[src/rtl/cpu_ctrl_pkg.sv]
// cpu_ctrl_pkg
// Shared constants for the hardwired control unit: instruction opcodes,
// ALU_select operation codes, the sequencer state enum and the instruction
// classes produced by control_decode.
// No ports (package).

package cpu_ctrl_pkg;

    // Opcodes, ir[31:27]
    localparam logic [4:0] OP_LD   = 5'd0;
    localparam logic [4:0] OP_ST   = 5'd1;
    localparam logic [4:0] OP_ADD  = 5'd2;
    localparam logic [4:0] OP_SUB  = 5'd3;
    localparam logic [4:0] OP_AND  = 5'd4;
    localparam logic [4:0] OP_OR   = 5'd5;
    localparam logic [4:0] OP_SHR  = 5'd6;
    localparam logic [4:0] OP_SHL  = 5'd7;
    localparam logic [4:0] OP_ROR  = 5'd8;
    localparam logic [4:0] OP_ROL  = 5'd9;
    localparam logic [4:0] OP_ADDI = 5'd10;
    localparam logic [4:0] OP_ANDI = 5'd11;
    localparam logic [4:0] OP_ORI  = 5'd12;
    localparam logic [4:0] OP_MUL  = 5'd13;
    localparam logic [4:0] OP_DIV  = 5'd14;
    localparam logic [4:0] OP_NEG  = 5'd15;
    localparam logic [4:0] OP_NOT  = 5'd16;
    localparam logic [4:0] OP_MFHI = 5'd17;
    localparam logic [4:0] OP_MFLO = 5'd18;
    localparam logic [4:0] OP_NOP  = 5'd19;
    localparam logic [4:0] OP_HALT = 5'd20;

    // ALU_select codes
    localparam logic [3:0] ALU_ADD = 4'd0;
    localparam logic [3:0] ALU_SUB = 4'd1;
    localparam logic [3:0] ALU_AND = 4'd2;
    localparam logic [3:0] ALU_OR  = 4'd3;
    localparam logic [3:0] ALU_SHR = 4'd4;
    localparam logic [3:0] ALU_SHL = 4'd5;
    localparam logic [3:0] ALU_ROR = 4'd6;
    localparam logic [3:0] ALU_ROL = 4'd7;
    localparam logic [3:0] ALU_MUL = 4'd8;
    localparam logic [3:0] ALU_DIV = 4'd9;
    localparam logic [3:0] ALU_NEG = 4'd10;
    localparam logic [3:0] ALU_NOT = 4'd11;

    // Sequencer states
    typedef enum logic [3:0] {
        S_IDLE   = 4'd0,
        S_F0     = 4'd1,
        S_F1     = 4'd2,
        S_F2     = 4'd3,
        S_T3     = 4'd4,
        S_T4     = 4'd5,
        S_T5     = 4'd6,
        S_T6     = 4'd7,
        S_T7     = 4'd8,
        S_HALTED = 4'd9
    } state_e;

    // Execute-sequence families
    typedef enum logic [3:0] {
        CL_NOP    = 4'd0,
        CL_RTYPE  = 4'd1,
        CL_ITYPE  = 4'd2,
        CL_UNARY  = 4'd3,
        CL_MULDIV = 4'd4,
        CL_MFHI   = 4'd5,
        CL_MFLO   = 4'd6,
        CL_LD     = 4'd7,
        CL_ST     = 4'd8,
        CL_HALT   = 4'd9
    } class_e;

    // True in the states where an instruction is being fetched or executed.
    function automatic logic is_run_state(input state_e s);
        return (s != S_IDLE) && (s != S_HALTED);
    endfunction

endpackage

[src/rtl/control_decode.sv]
// control_decode
// Combinational instruction decoder. Maps the instruction register to an
// execute-sequence class, the ALU operation code and one-hot Ra/Rb/Rc
// register selects.
// Configuration: MUL_DIV_EN -- when undefined, mul/div/mfhi/mflo decode
// as nop.
// Ports:
//   ir          in  32       instruction register (opcode + register fields)
//   instr_class out class_e  execute-sequence family
//   alu_sel     out 4        ALU_select code for the operate step
//   ra_oh       out REG_CNT  one-hot Ra (ir[26:23])
//   rb_oh       out REG_CNT  one-hot Rb (ir[22:19])
//   rc_oh       out REG_CNT  one-hot Rc (ir[18:15])

module control_decode
    import cpu_ctrl_pkg::*;
#(
    parameter int unsigned REG_CNT = 16
) (
    input  logic [31:0]        ir,
    output class_e             instr_class,
    output logic [3:0]         alu_sel,
    output logic [REG_CNT-1:0] ra_oh,
    output logic [REG_CNT-1:0] rb_oh,
    output logic [REG_CNT-1:0] rc_oh
);

    localparam logic [REG_CNT-1:0] ONE = REG_CNT'(1);

    logic [4:0] opcode;
    logic       ir_unused;

    assign opcode    = ir[31:27];
    // Immediate field is consumed by the datapath, not by control.
    assign ir_unused = ^ir[14:0];

    // A register index at or above REG_CNT shifts out, giving no strobe.
    assign ra_oh = ONE << ir[26:23];
    assign rb_oh = ONE << ir[22:19];
    assign rc_oh = ONE << ir[18:15];

    always_comb begin
        instr_class = CL_NOP;
        alu_sel     = ALU_ADD;
        case (opcode)
            OP_LD:   begin instr_class = CL_LD;    alu_sel = ALU_ADD; end
            OP_ST:   begin instr_class = CL_ST;    alu_sel = ALU_ADD; end
            OP_ADD:  begin instr_class = CL_RTYPE; alu_sel = ALU_ADD; end
            OP_SUB:  begin instr_class = CL_RTYPE; alu_sel = ALU_SUB; end
            OP_AND:  begin instr_class = CL_RTYPE; alu_sel = ALU_AND; end
            OP_OR:   begin instr_class = CL_RTYPE; alu_sel = ALU_OR;  end
            OP_SHR:  begin instr_class = CL_RTYPE; alu_sel = ALU_SHR; end
            OP_SHL:  begin instr_class = CL_RTYPE; alu_sel = ALU_SHL; end
            OP_ROR:  begin instr_class = CL_RTYPE; alu_sel = ALU_ROR; end
            OP_ROL:  begin instr_class = CL_RTYPE; alu_sel = ALU_ROL; end
            OP_ADDI: begin instr_class = CL_ITYPE; alu_sel = ALU_ADD; end
            OP_ANDI: begin instr_class = CL_ITYPE; alu_sel = ALU_AND; end
            OP_ORI:  begin instr_class = CL_ITYPE; alu_sel = ALU_OR;  end
`ifdef MUL_DIV_EN
            OP_MUL:  begin instr_class = CL_MULDIV; alu_sel = ALU_MUL; end
            OP_DIV:  begin instr_class = CL_MULDIV; alu_sel = ALU_DIV; end
            OP_MFHI: instr_class = CL_MFHI;
            OP_MFLO: instr_class = CL_MFLO;
`endif
            OP_NEG:  begin instr_class = CL_UNARY; alu_sel = ALU_NEG; end
            OP_NOT:  begin instr_class = CL_UNARY; alu_sel = ALU_NOT; end
            OP_NOP:  instr_class = CL_NOP;
            OP_HALT: instr_class = CL_HALT;
            default: instr_class = CL_NOP;
        endcase
    end

endmodule

[src/rtl/control_sequencer.sv]
// control_sequencer
// Hardwired control unit for the 32-bit bus datapath. Runs the
// fetch/decode/execute cycle and drives every datapath strobe as a
// combinational decode of the state register and ir.
// Configuration: MUL_DIV_EN -- enables mul/div/mfhi/mflo; when undefined
// those opcodes act as nop and HI_in/LO_in/HIout/LOout/ZHIout stay 0.
// Ports:
//   clk        in  1        rising-edge clock
//   clr        in  1        asynchronous active-low reset
//   start      in  1        leave IDLE and begin fetching
//   ir         in  32       instruction register contents
//   mem_ready  in  1        memory read/write complete
//   r_in       out REG_CNT  one-hot register load strobe
//   r_out      out REG_CNT  one-hot register bus-drive strobe
//   PC_in .. MDR_in  out 1  load strobes
//   PCout .. Cout    out 1  bus-drive strobes
//   read, write      out 1  memory strobes
//   ALU_select out 4        ALU operation code
//   run        out 1        high from F0 through T7

module control_sequencer
    import cpu_ctrl_pkg::*;
#(
    parameter int unsigned REG_CNT = 16
) (
    input  logic               clk,
    input  logic               clr,
    input  logic               start,
    input  logic [31:0]        ir,
    input  logic               mem_ready,
    output logic [REG_CNT-1:0] r_in,
    output logic [REG_CNT-1:0] r_out,
    output logic               PC_in,
    output logic               Inc_PC,
    output logic               IR_in,
    output logic               Y_in,
    output logic               Z_in,
    output logic               HI_in,
    output logic               LO_in,
    output logic               MAR_in,
    output logic               MDR_in,
    output logic               PCout,
    output logic               ZLOWout,
    output logic               ZHIout,
    output logic               LOout,
    output logic               HIout,
    output logic               MDRout,
    output logic               Cout,
    output logic               read,
    output logic               write,
    output logic [3:0]         ALU_select,
    output logic               run
);

    state_e               state_q;
    state_e               state_d;
    class_e               instr_class;
    logic [3:0]           alu_sel;
    logic [REG_CNT-1:0]   ra_oh;
    logic [REG_CNT-1:0]   rb_oh;
    logic [REG_CNT-1:0]   rc_oh;

    control_decode #(
        .REG_CNT (REG_CNT)
    ) u_decode (
        .ir          (ir),
        .instr_class (instr_class),
        .alu_sel     (alu_sel),
        .ra_oh       (ra_oh),
        .rb_oh       (rb_oh),
        .rc_oh       (rc_oh)
    );

    always_ff @(posedge clk or negedge clr) begin
        if (!clr) begin
            state_q <= S_IDLE;
        end else begin
            state_q <= state_d;
        end
    end

    // Next state and strobes. IDLE and HALTED assert nothing, so reset
    // clears every output in the same cycle it forces IDLE.
    always_comb begin
        state_d    = state_q;
        r_in       = '0;
        r_out      = '0;
        PC_in      = 1'b0;
        Inc_PC     = 1'b0;
        IR_in      = 1'b0;
        Y_in       = 1'b0;
        Z_in       = 1'b0;
        HI_in      = 1'b0;
        LO_in      = 1'b0;
        MAR_in     = 1'b0;
        MDR_in     = 1'b0;
        PCout      = 1'b0;
        ZLOWout    = 1'b0;
        ZHIout     = 1'b0;
        LOout      = 1'b0;
        HIout      = 1'b0;
        MDRout     = 1'b0;
        Cout       = 1'b0;
        read       = 1'b0;
        write      = 1'b0;
        ALU_select = '0;
        run        = is_run_state(state_q);

        case (state_q)
            S_IDLE: begin
                if (start) state_d = S_F0;
            end

            S_F0: begin
                PCout   = 1'b1;
                MAR_in  = 1'b1;
                Inc_PC  = 1'b1;
                state_d = S_F1;
            end

            S_F1: begin
                read = 1'b1;
                if (mem_ready) begin
                    MDR_in  = 1'b1;
                    state_d = S_F2;
                end
            end

            S_F2: begin
                MDRout  = 1'b1;
                IR_in   = 1'b1;
                state_d = S_T3;
            end

            S_T3: begin
                state_d = S_T4;
                case (instr_class)
                    CL_RTYPE, CL_ITYPE, CL_LD, CL_ST: begin
                        r_out = rb_oh;
                        Y_in  = 1'b1;
                    end
                    CL_UNARY: begin
                        r_out      = rb_oh;
                        ALU_select = alu_sel;
                        Z_in       = 1'b1;
                    end
`ifdef MUL_DIV_EN
                    CL_MULDIV: begin
                        r_out = ra_oh;
                        Y_in  = 1'b1;
                    end
                    CL_MFHI: begin
                        HIout   = 1'b1;
                        r_in    = ra_oh;
                        state_d = S_F0;
                    end
                    CL_MFLO: begin
                        LOout   = 1'b1;
                        r_in    = ra_oh;
                        state_d = S_F0;
                    end
`endif
                    CL_HALT: state_d = S_HALTED;
                    default: state_d = S_F0;
                endcase
            end

            S_T4: begin
                state_d = S_T5;
                case (instr_class)
                    CL_RTYPE: begin
                        r_out      = rc_oh;
                        ALU_select = alu_sel;
                        Z_in       = 1'b1;
                    end
                    CL_ITYPE, CL_LD, CL_ST: begin
                        Cout       = 1'b1;
                        ALU_select = alu_sel;
                        Z_in       = 1'b1;
                    end
                    CL_UNARY: begin
                        ZLOWout = 1'b1;
                        r_in    = ra_oh;
                        state_d = S_F0;
                    end
`ifdef MUL_DIV_EN
                    CL_MULDIV: begin
                        r_out      = rb_oh;
                        ALU_select = alu_sel;
                        Z_in       = 1'b1;
                    end
`endif
                    default: state_d = S_F0;
                endcase
            end

            S_T5: begin
                state_d = S_F0;
                case (instr_class)
                    CL_RTYPE, CL_ITYPE: begin
                        ZLOWout = 1'b1;
                        r_in    = ra_oh;
                    end
                    CL_LD, CL_ST: begin
                        ZLOWout = 1'b1;
                        MAR_in  = 1'b1;
                        state_d = S_T6;
                    end
`ifdef MUL_DIV_EN
                    CL_MULDIV: begin
                        ZLOWout = 1'b1;
                        LO_in   = 1'b1;
                        state_d = S_T6;
                    end
`endif
                    default: state_d = S_F0;
                endcase
            end

            S_T6: begin
                state_d = S_F0;
                case (instr_class)
                    CL_LD: begin
                        // Same wait rule as the instruction fetch in F1.
                        read    = 1'b1;
                        state_d = S_T6;
                        if (mem_ready) begin
                            MDR_in  = 1'b1;
                            state_d = S_T7;
                        end
                    end
                    CL_ST: begin
                        r_out   = ra_oh;
                        MDR_in  = 1'b1;
                        state_d = S_T7;
                    end
`ifdef MUL_DIV_EN
                    CL_MULDIV: begin
                        ZHIout = 1'b1;
                        HI_in  = 1'b1;
                    end
`endif
                    default: state_d = S_F0;
                endcase
            end

            S_T7: begin
                state_d = S_F0;
                case (instr_class)
                    CL_LD: begin
                        MDRout = 1'b1;
                        r_in   = ra_oh;
                    end
                    CL_ST: begin
                        write = 1'b1;
                        if (!mem_ready) state_d = S_T7;
                    end
                    default: state_d = S_F0;
                endcase
            end

            S_HALTED: state_d = S_HALTED;

            default: state_d = S_IDLE;
        endcase
    end

endmodule

[config.mk]
export PLATFORM = sky130hd
export DESIGN_NAME = control_sequencer
export DESIGN_NICKNAME = d
export VERILOG_FILES = /design/src/rtl/cpu_ctrl_pkg.sv /design/src/rtl/control_decode.sv /design/src/rtl/control_sequencer.sv
export SDC_FILE = /design/constraint.sdc
export NUM_CORES = 1
export LEC_CHECK = 0
export CAP_MARGIN = 20
export CORE_ASPECT_RATIO = 1.5
export CORE_MARGIN = 2
export CORE_UTILIZATION = 60
export CTS_CLUSTER_DIAMETER = 120
export DETAILED_ROUTE_END_ITERATION = 10
export DONT_BUFFER_PORTS = 1
export PLACE_DENSITY = 0.76
export SKIP_CTS_REPAIR_TIMING = 1
export SYNTH_ARGS = -nofsm -noshare
export SYNTH_HDL_FRONTEND = slang
export SYNTH_SLANG_ARGS = --single-unit
[constraint.sdc]
create_clock -name clk -period 5.7 [get_ports clk]
set_input_delay 0.855 -clock clk [delete_from_list [all_inputs] [get_ports clk]]
set_output_delay 0.855 -clock clk [all_outputs]
set_load 0.005 [all_outputs]
==> flow_summary_export.csv, run 1 <==
group,metric,value,unit
drt,vias_per_cell,7.27,
layout,largest_reg_flops,4,
worst_setup_path,cp.required,4.85,ns
worst_setup_path,arrival,2.45,ns
grt,antenna_found_initial,0,
drt,via_count,1702,
sta,hold_ws,0.312,ns
sta,slew_headroom,59.6,%
min_path,min_path_type,"in -> async",
grt,grt_pass1_vias,1530,
layout,largestRegisters,"state_q x4",
sta,clock.fmax,303,MHz
synth,yosys-top-cells-area,"o221ai_1 (8.3%), nand2_1 (7.1%), dfrtp_1 (6.7%), nand2b_1 (5.5%), nor2_1 (4.3%)",
drt,drc_errors,0,
synth,ys_seq_area_share,6.75,%
worst_setup_path,setup.worst_path.class,"in -> out",
synth,yosys_warnings,0,
synth,synth_top_area_share,8.26,%
synth,synth_top_family_by_area,"simple AND/OR/NAND/NOR gates",
worst_setup_path,crit_path_max_fanout,16,
sta,setup_viol,0,
clocking,cts-htree-levels,1,
synth,synth-edff-count,0,
synth,mappedNetlistArea,1480,sq um
clocking,cts_made_buffers,3,
synth,synth_simple_gate_area_share,52.6,%
drt,detail_route.first_pass.iterations,4,
floorplanning,die_area,2900,sq um
synth,async_flop_share,100,%
floorplanning,coreArea,2390,sq um
clocking,insertion_delay,0.24,ns
sta,period_needed,3.30,ns
power_and_ir_drop,p_leak,0.422,nW
synth,synth_top_cell_by_area,"o221ai_1",
power_and_ir_drop,power_density,210,nW/um^2
outcome,status,"finished, final reports clean",
sta,rsz0062_at_grt,"no",
synth,synth_xor_area_share,1.18,%
sta,finalCritPeriodShare,58.0,%
sta,worst_slew_pin_slew,0.604,ns
floorplanning,die_w,44.6,um
drt,drtIter0Drc,54,
synth,synth.avg_cell_area,6.60,sq um
sta,setup-tns-final,0,ns
layout,syn_to_final_growth,-3.20,%
power_and_ir_drop,ir_worst_vdd,0.269,mV
placed_design,port_buffers,0,
worst_setup_path,startpoint_type,"input pin",
layout,final_cell_mix,"nand2_1 (28), nor2_1 (17), o221ai_1 (14)",
floorplanning,ios,91,
floorplanning,initial_core_util,62.0,%
clocking,cts_tree,"yes",
grt,grt_max_degree,22,
floorplanning,die_h,64.9,um
worst_setup_path,cp-end-kind,"output pin",
synth,synth-seq-cells,4,
synth,synth_cells,225,
synth,synth_fa_ha_area_share,0,%
clocking,clock-sinks,4,
synth,yosysUniqueCellTypes,55,
layout,top_register,"state_q",
run,max-cap-violations,0,
grt,grt_use_total,28.9,%
clocking,root_buffer,"clkbuf_4",
synth,synthMuxAreaShare,0,%
placed_design,gp_congestion,0.979,
sta,finalMaxSlewViolations,0,
grt,grt.overflow.total,0,
layout,n_antenna_cell,0,
synth,synth_top_flop_cell,"dfrtp_1",
placed_design,detailed_place_hpwl,3260,um
layout,final_common_cell,"nand2_1",
layout,drive_gt1_share,12.9,%
layout,design.final.nets,248,
drt,final_antenna_net_count,0,
sta,skew,0.00345,ns
floorplanning,core.rowCount,22,
drt,wl,4200,um
synth,synth-compound-area-share,29.0,%
sta,hold_viol_final,0,
drt,post_drt_wl_per_cell,17.9,um
clocking,clock_path_buffers,2,
grt,grt_pass1_wl,6760,um
layout,n_fill_cell,253,
clocking,clk_pin_slew,0.04,ns
==> stage by stage <==
step                util, %  std cells  cell area (sq um)  total power [mW]  worst slack [ns]
global placement       58.5        230               1400             0.258              2.40
floorplan                 -        230               1500             0.250              2.70
global route           60.0        234               1440             0.329              2.32
detailed placement     58.5        230               1400             0.264              2.35
CTS                    59.4        233               1420             0.301              2.35
finish                 60.0        234               1440             0.301              2.40
==> per-layer routing <==
layer  part of all wire (%)  GRT usage, %  wire (um)  vias up
met5                      0             0          0        -
met2                     56          56.2       2360       71
met3                    5.7          1.95        238       10
li1                       -             -          -      817
met1                     36          31.1       1530      804
met4                    1.8          8.71         74        0
==> cell usage after synthesis, drive strengths merged (3+ instances only) <==
library cell / instances
nand3: 11
buf: 15
clkbuf: 9
inv: 5
nor3b: 3
nand2: 28
nor2: 17
dfrtp: 4
nand2b: 13
o221ai: 14
nor3: 17
nor4: 10
o21ai: 13
a21oi: 7
or2: 7
nor4b: 3
or4b: 4
nor2b: 4
==> critical path, cell delays in order <==
cell and delay [ns]:
or4_1 0.73, nor3_2 0.25, a211oi_2 0.07, clkbuf_8 0.21
nor4_1 0.33
==> kinds of logic after synthesis <==
| group | Yosys count |
|---|---|
| other | 1 |
| DFF | 4 |
| and+or+nand+nor | 131 |
| AOI/OAI and AO/OA | 58 |
| xor gates and xnor gates | 2 |
| buffers and inverters | 29 |
==> layout make-up <==
type | instances | area, sq um | share of cell area [%]
multi-input combinational | 197 | 1250 | 87.1
sequential | 4 | 100 | 6.97
clock buffer | 3 | 22.5 | 1.57
inverter | 5 | 18.8 | 1.31
timing repair buffer | 1 | 13.8 | 0.958
tap | 24 | 30.0 | 2.09
==> path summary, 6_finish.rpt <==
path,from,endpoint,slack (ns),cells after the start
worst max-delay path,ir[31],r_in[4],2.40,5
worst min-delay path,clr,state_q[0],0.31,0
worst max register to register,state_q[0],state_q[2],3.74,3
worst min register to register,state_q[3],state_q[1],0.82,1
max in group asynchronous,clr,state_q[3],5.32,0
min in group clk,mem_ready,state_q[0],0.82,1
==> where the power goes <==
part           internal [mW]  switching, mW  total, mW
Clock                 0.0236         0.0118     0.0354
Combinational         0.0757          0.101      0.177
Sequential            0.0384         0.0506     0.0889
No activity file was read; power rests on OpenSTA's default activity.
==> inputs of run 2 (changes only) <==
- CORE_UTILIZATION: 60 -> 58
- clock period: 5.7 -> 2.8 ns (I/O delays scaled with it)
==> run 2 against run 1 <==
  * Setup slack worse by 2.3 ns
  * Register-to-register slack worse by 2.9 ns
  * First-iteration DRC count is 22% higher
  * Die area is 3.2% higher
  * Clock skew is 0.0017 ns higher
  * Critical path depth is 1 lower
  * Combinational power is 120% higher
  * Non-clock buffer count is 2 higher
  * Sequential power is 87% higher
  * Cell count is 0.85% higher
  * Clock-buffer cell count stayed put
  * Critical path type is now reg -> out
  * Highest routed layer unchanged
==> flow_summary_export.csv, run 2 (synthesis gave the netlist of run 1 again) <==
group,metric,value,unit
outcome,status,"finished, final reports clean",
min_path,min_path_type,"in -> reg",
power_and_ir_drop,cellInternalPower,0.289,mW
clocking,clock_path_buffers,2,
clocking,clk_pin_slew,0.04,ns
sta,worst_slew_pin_slew,0.686,ns
grt,grt_pass1_wl,6730,um
layout,instances_no_fill,236,
sta,clock.fmax,373,MHz
drt,final_antenna_net_count,0,
worst_setup_path,arrival,2.26,ns
layout,n_antenna_cell,0,
clocking,root_buffer,"clkbuf_4",
floorplanning,die_h,66.0,um
worst_setup_path,worstReg2RegStart,"state_q[0]",
placed_design,placedCellCount,232,
power_and_ir_drop,p_leak,0.432,nW
sta,slew_headroom,54.1,%
grt,grt_pass1_vias,1502,
power_and_ir_drop,ir_worst_vdd,0.454,mV
placed_design,detailed_place_hpwl,3430,um
sta,finalCritPeriodShare,95.7,%
placed_design,port_buffers,0,
power_and_ir_drop,p_clk_share,11.6,%
sta,setup_viol,0,
floorplanning,ios,91,
layout,final_common_cell,"nand2_1",
worst_setup_path,crit_path_start,"state_q[0]",
worst_setup_path,worstReg2RegEnd,"state_q[2]",
worst_setup_path,cp-end-kind,"output pin",
placed_design,gp_congestion,0.901,
layout,largestRegisters,"state_q x4",
drt,wl_met2,2490,um
layout,syn_to_final_growth,-1.85,%
sta,skew,0.00519,ns
sta,hold_viol_final,0,
drt,post_drt_wl_per_cell,18.7,um
worst_setup_path,endpoint,"r_out[11]",
layout,final_cell_mix,"nand2_1 (28), nor2_1 (17), o221ai_1 (14)",
run,max-cap-violations,0,
drt,wl_met3,198,um
clocking,cts_made_buffers,3,
grt,antenna_found_initial,0,
layout,drive_gt1_share,13.7,%
floorplanning,initial_core_util,60.6,%
drt,vias_per_cell,7.33,
clocking,clock-sinks,4,
power_and_ir_drop,switchingPower,0.344,mW
drt,wl_met1,1630,um
power_and_ir_drop,switching_share,54.4,%
placed_design,place_ws,0.315,ns
worst_setup_path,cp.required,2.38,ns
layout,design.final.nets,250,
power_and_ir_drop,pwr-share-comb,62.3,%
clocking,cts_tree,"yes",
floorplanning,coreArea,2450,sq um
power_and_ir_drop,p_seq_share,26.2,%
power_and_ir_drop,power_density,434,nW/um^2
sta,period_needed,2.68,ns
floorplanning,core.rowCount,22,
sta,rsz0062_at_grt,"no",
drt,dr.max_layer_used,"met4",
drt,drc_errors,0,
drt,wl,4410,um
grt,grt_use_total,29.2,%
sta,timing.final.ws_setup,0.121,ns
drt,drtIter0Drc,66,
sta,finalMaxSlewViolations,0,
drt,detail_route.first_pass.iterations,4,
worst_setup_path,startpoint_type,"register",
layout,top_register,"state_q",
worst_setup_path,crit_path_max_fanout,21,
power_and_ir_drop,total_power,0.632,mW
floorplanning,die_w,45.3,um
clocking,insertion_delay,0.24,ns
grt,grt.overflow.total,0,
floorplanning,die_area,2990,sq um
drt,via_count,1731,
worst_setup_path,reg2reg_slack,0.88,ns
clocking,cts-htree-levels,1,
grt,grt_max_degree,22,
sta,setup-tns-final,0,ns
worst_setup_path,reg2regPathDepth,3,
layout,largest_reg_flops,4,
worst_setup_path,setup.worst_path.class,"reg -> out",
==> run 2: cell types whose count changed in the layout (fill, tap and decap cells not counted) <==
| cell | before | now |
|---|---|---|
| buf_4 | 0 | 2 |
| a211oi_2 | 1 | 0 |
| a211oi_4 | 0 | 1 |
| clkbuf_8 | 1 | 0 |
| dfrtp_1 | 4 | 3 |
| dfrtp_2 | 0 | 1 |
| dlygate4sd3_1 | 0 | 1 |
==> run 2: through the flow <==
step	hold slack [ns]	util (%)	area, sq um
after CTS	-0.127	58.7	1440
after floorplan	0.124	-	1500
after detailed placement	0.125	57.8	1420
after global placement	0.124	57.8	1420
after global routing	0.402	59.4	1460
final	0.413	59.4	1460
==> run 2: layout make-up <==
cell class	count	area, sq um
Fill cell	250	993
Clock buffer	3	22.5
Timing Repair Buffer	3	25.0
Inverter	5	18.8
Sequential cell	4	101
Multi-Input combinational cell	197	1260
Tap cell	24	30.0
==> run 2: worst min path at each step <==
stage	from	endpoint	slack (ns)	depth (start not counted)
global route	mem_ready	state_q[0]	0.40	1
floorplan	clr	state_q[0]	0.12	0
finish	mem_ready	state_q[0]	0.41	1
global placement	clr	state_q[1]	0.12	0
detailed placement	clr	state_q[2]	0.12	0
CTS	clr	state_q[2]	-0.13	0
==> run 2: power by group through the flow <==
stage | clock network (mW) | logic (mW) | registers (mW)
CTS | 0.0748 | 0.386 | 0.162
finish | 0.0731 | 0.394 | 0.166
detailed placement | 0 | 0.384 | 0.162
floorplan | 0 | 0.420 | 0.0880
global placement | 0 | 0.375 | 0.158
global route | 0.0809 | 0.436 | 0.176
==> run 2: metal layers <==
layer | global-route usage, % | up-vias
met1 | 28.9 | 814
li1 | - | 820
met5 | 0 | -
met2 | 57.0 | 83
met3 | 3.55 | 14
met4 | 11.8 | 0
==> run 2: worst max-delay path, stage by stage (launching register included) <==
cell	delay, ns
dfrtp_1	0.58
or4b_4	0.65
nor3b_1	0.25
o21ai_0	0.24
o221ai_1	0.31
